`config.mk`:
```
export PLATFORM = sky130hd
export DESIGN_NAME = core_rrv_kbd_ps2_rx
export DESIGN_NICKNAME = d
export VERILOG_FILES = /design/src/rtl/core_rrv_kbd_ps2_rx.sv
export SDC_FILE = /design/constraint.sdc
export NUM_CORES = 1
export LEC_CHECK = 0
export ABC_AREA = 1
export CAP_MARGIN = 20
export CORE_UTILIZATION = 45
export DETAILED_ROUTE_END_ITERATION = 6
export SLEW_MARGIN = 20
export SYNTH_ARGS = -nofsm -noshare
export SYNTH_HDL_FRONTEND = slang
export SYNTH_SLANG_ARGS = --single-unit
```
`constraint.sdc`:
```
create_clock -name kbd_clk -period 5 [get_ports kbd_clk]
set_input_delay 1 -clock kbd_clk [delete_from_list [all_inputs] [get_ports kbd_clk]]
set_output_delay 1 -clock kbd_clk [all_outputs]
set_load 0.1 [all_outputs]
```
`src/rtl/core_rrv_kbd_ps2_rx.sv`:
```
// core_rrv_kbd_ps2_rx: PS/2 keyboard receiver; ports kbd_clk/rst_n, raw ps2_clk/ps2_data in, write_en/data_in byte strobe, frame_err pulse, busy
module core_rrv_kbd_ps2_rx #(
  parameter int FILTER_LEN     = 4,
  parameter int TIMEOUT_CYCLES = 100000
) (
  input  logic       kbd_clk,
  input  logic       rst_n,
  input  logic       ps2_clk,
  input  logic       ps2_data,
  output logic       write_en,
  output logic [7:0] data_in,
  output logic       frame_err,
  output logic       busy
);
  localparam int TW = $clog2(TIMEOUT_CYCLES + 1);
  localparam logic [TW-1:0] TO_LAST = TW'(TIMEOUT_CYCLES - 1);
  localparam logic [3:0] FL_LAST = 4'(FILTER_LEN - 1);
  localparam logic [1:0] IDLE = 2'd0, DATA = 2'd1, PARITY = 2'd2, STOP = 2'd3;
  logic clk_s1, s_clk, data_s1, s_data;
  logic filt_clk, filt_d, fall_pulse;
  logic [3:0] filt_cnt;
  logic [TW-1:0] to_cnt;
  logic [1:0] state;
  logic [2:0] bit_cnt;
  logic [7:0] shreg;
  logic parity, ok, to_exp;
  assign busy = state != IDLE;
  assign ok = s_data & ^{shreg, parity};
  // a fall_pulse in the expiry cycle restarts the count, so it wins
  assign to_exp = busy && to_cnt == TO_LAST && !fall_pulse;
  always_ff @(posedge kbd_clk or negedge rst_n)
    if (!rst_n) begin
      clk_s1 <= 1'b1;
      s_clk <= 1'b1;
      data_s1 <= 1'b1;
      s_data <= 1'b1;
    end else begin
      clk_s1 <= ps2_clk;
      s_clk <= clk_s1;
      data_s1 <= ps2_data;
      s_data <= data_s1;
    end
  // filt_clk follows s_clk only after FILTER_LEN consecutive differing samples
  always_ff @(posedge kbd_clk or negedge rst_n)
    if (!rst_n) begin
      filt_clk <= 1'b1;
      filt_cnt <= 4'd0;
      filt_d <= 1'b1;
      fall_pulse <= 1'b0;
    end else begin
      filt_clk <= (s_clk != filt_clk && filt_cnt == FL_LAST) ? s_clk : filt_clk;
      filt_cnt <= (s_clk == filt_clk || filt_cnt == FL_LAST) ? 4'd0 : filt_cnt + 4'd1;
      filt_d <= filt_clk;
      fall_pulse <= filt_d & ~filt_clk;
    end
  always_ff @(posedge kbd_clk or negedge rst_n)
    if (!rst_n) to_cnt <= '0;
    else to_cnt <= (fall_pulse || !busy) ? '0 : (to_cnt == '1 ? to_cnt : to_cnt + 1'b1);
  always_ff @(posedge kbd_clk or negedge rst_n)
    if (!rst_n) begin
      state <= IDLE;
      bit_cnt <= 3'd0;
      shreg <= 8'h00;
      parity <= 1'b0;
      write_en <= 1'b0;
      frame_err <= 1'b0;
      data_in <= 8'h00;
    end else begin
      write_en <= 1'b0;
      frame_err <= 1'b0;
      if (to_exp) begin
        state <= IDLE;
        frame_err <= 1'b1;
      end else if (fall_pulse) begin
        case (state)
          IDLE: if (!s_data) begin
            bit_cnt <= 3'd0;
            state <= DATA;
          end
          DATA: begin
            shreg <= {s_data, shreg[7:1]};
            bit_cnt <= bit_cnt + 3'd1;
            state <= bit_cnt == 3'd7 ? PARITY : DATA;
          end
          PARITY: begin
            parity <= s_data;
            state <= STOP;
          end
          default: begin
            write_en <= ok;
            frame_err <= ~ok;
            data_in <= ok ? shreg : data_in;
            state <= IDLE;
          end
        endcase
      end
    end
endmodule

```
==> metrics.md <==
| Metric | Value |
|---|---|
| Status | `finished, final reports clean` |
| Hold-fix buffers, CTS | `0` |
| Synth async-reset ratio | `100%` |
| Vias per inst | `5.02` |
| P_leak | `about 1.4 nW` |
| CTS clock-pin slew for the worst setup and hold paths | `~0.090 ns` |
| Post-Route Skew | `just under 0.005 ns` |
| Largest net degree at the start of global routing | `53` |
| Share of cells above drive strength 1 | `roughly 8.0%` |
| HP Class | `reg2reg` |
| CP Class | `reg2out` |
| Most frequent cells in the layout | `nand2_1 (87), dfrtp_1 (46), inv_1 (37), nor2_1 (33), o21ai_0 (19)` |
| Int Pwr | `about 0.75 mW` |
| Clk_lat worst skew | `between 0.2 and 0.3 ns` |
| DRC | `0` |
| Commonest non-fill, non-tap cell in the layout | `nand2_1` |
| Register bit count reported by yosys | `52` |
| Antenna fix cells | `0` |
| Remaining Overflow, GRT | `0` |
| Max-cap violations | `0` |
| Die Y | `approximately 78 um` |
| Syn-to-layout area delta | `11.2%` |
| Fillers | `approximately 520` |
| Core area | `~5500 um^2` |
| CTS tree | `built` |
| Vias in the first global route | `around 1900` |
| Number of synthesized flops with an enable pin | `0` |
| Post-CTS Setup Inserts | `0` |
| Placed standard-cell area | `2780 um^2` |
| Least-Margin Pin Slew | `about 0.96 ns` |
| Sw Ratio | `between 40% and 50%` |
| Port Buffers | `14` |
| Setup TNS | `0 ns` |
| Worst vdd ir | `about 300 uV` |
| Max Root-Sink Buffers | `2` |
| Finished Cell Area | `around 2900 um^2` |
| Netlist cell types | `32` |
| Mapped Cells | `319` |
| Pwr dens | `roughly 440 nW/um^2` |
| Placed insts | `400` |
| Largest fanout on the critical path | `6` |
| Htree depth | `2` |
| Slew Limit Fails | `0` |
| Die X-Extent | `77.7 um` |
| Final setup viols | `0` |
| Worst path arrival time | `approximately 2.1 ns` |
| Synth Area per Inst | `approximately 8.1 um^2` |
| First-pass GRT wire length | `approximately 8700 um` |
| Final Core Density | `between 50% and 60%` |
| Final Cycle Share | `between 60% and 70%` |
| Cts repair resizes | `0` |
| # IOs | `15` |
| DP Wirelength | `about 3500 um` |
| Syn nets | `~330` |
| Via count | `between 2000 and 2500` |
| Critical Path Sink Type | `primary output` |
| Final Critical Period | `just over 3 ns` |
| Cell Area, Synth | `roughly 2600 um^2` |
| Final non-filler cell total | `approximately 400` |
| Tot GR Track Use | `between 15 and 20%` |
| Rows | `27` |
| Total Power | `about 1.3 mW` |
| DR WL/cell | `between 10 and 15 um` |
| Clock Sinks | `52` |
| Synth Warn # | `0` |
| Slew headroom | `between 30% and 40%` |
| Synth Flop Type | `dfrtp_1` |
| Crit start category | `register` |
| Net switching power | `just over 0.5 mW` |
| Clock power frac | `18.7%` |
| Pre-Repair DR Iteration Count | `4` |
| Sequential area share after synthesis | `between 50% and 60%` |
| Seq pwr share | `between 40 and 50%` |
| Final Hold Fails | `0` |
| Post-route ant nets | `0` |
| Die area | `6040 um^2` |
| Initial antenna violation count | `0` |
| Layout Nets | `~340` |
| Post-Route WL | `between 4000 and 5000 um` |
| Cts bufs inserted | `5` |
| Routability cong. | `a little under 0.9` |
| Starting Density | `a little under half` |
| Gate power share | `35.8%` |
| DRT iter0 DRCs | `around 130` |
| RSZ-0062 raised after global routing | `no` |
| Max frequency | `about 0.32 GHz` |
| Critical Path RT | `4.00 ns` |
| Clock Tree Root | `clkbuf_8` |
==> power groups by stage <==
stage	Sequential [mW]	Combinational (mW)	Clock, mW
floorplan	0.556	0.378	0
global placement	0.582	0.443	0
detailed placement	0.585	0.456	0
CTS	0.577	0.456	0.250
global route	0.588	0.523	0.268
finish	0.576	0.452	0.237
==> routing by layer <==
metal,vias up,routed length (um),track usage [%]
li1,1071,-,-
met1,931,2470,25.8
met2,43,2130,28.3
met3,4,236,2.47
met4,0,46,6.23
met5,-,0,0
==> registers in the layout, indices dropped and copies added, names as in the netlist <==
| signal | flops |
|---|---|
| parity | 1 |
| s_data | 1 |
| s_clk | 1 |
| fall_pulse | 1 |
| shreg | 8 |
| clk_s1 | 1 |
| to_cnt | 17 |
| frame_err | 1 |
| state | 2 |
| write_en | 1 |
| data_s1 | 1 |
| filt_clk | 1 |
| bit_cnt | 3 |
| filt_cnt | 4 |
| filt_d | 1 |
| data_in | 8 |
==> area by class of cell <==
type                    instances  area, um^2  share of cell area (%)
multi-input cells             220        1090                    37.8
inverters                      41         154                    5.36
repair buffers                 15         143                    4.97
well taps                      72        90.1                    3.14
flip-flops and latches         52        1310                    45.6
clock buffers                   8        90.1                    3.14
==> kinds of logic after synthesis <==
family	count (synthesis)	share of synthesized area (%)
flops	52	50.7
xor+xnor	4	1.36
fa+ha+maj	5	2.42
compound gates	38	7.90
mux	1	0.436
buf+inv	47	7.22
simple gates	172	30.0
==> metrics by stage <==
| step | setup slack [ns] | hold slack [ns] |
|---|---|---|
| 2_1_floorplan | 2.89 | 0.345 |
| 3_3_place_gp | 2.25 | 0.345 |
| 3_5_place_dp | 2.21 | 0.347 |
| 4_1_cts | 1.88 | 0.359 |
| 5_1_grt | 1.83 | 0.361 |
| 6_report | 1.91 | 0.356 |
==> final timing paths <==
path / from / endpoint / slack, ns / cells past startpoint
setup / recovery: state[1] / busy / 1.91 / 3
max in group asynchronous: rst_n / shreg[0] / 3.76 / 2
setup reg to reg: to_cnt[0] / to_cnt[15] / 2.72 / 10
hold / removal: data_s1 / s_data / 0.36 / 0
min in group asynchronous: rst_n / to_cnt[9] / 0.81 / 2
hold reg to reg: data_s1 / s_data / 0.36 / 0
==> critical path, stage by stage (launching register included) <==
cell and delay, ns:
dfrtp_1 0.45, nor2_1 0.31, inv_1 0.07, clkdlybuf4s50_1 0.97
==> cell usage after synthesis (all sizes together), types with 3 or more instances <==
master / instances / share of area (%)
a21oi: 10 / 1.9
nor2: 36 / 5.7
nand2: 89 / 13
ha: 5 / 2.4
o21ai: 21 / 4.1
xor2: 4 / 1.4
dfrtp: 46 / 45
a31oi: 3 / 0.73
inv: 41 / 6.0
nand3: 17 / 3.3
nor3: 10 / 2.4
buf: 5 / 1.1
dfstp: 6 / 6.1
nand4: 15 / 4.2
(Power assumes the default switching activity.)
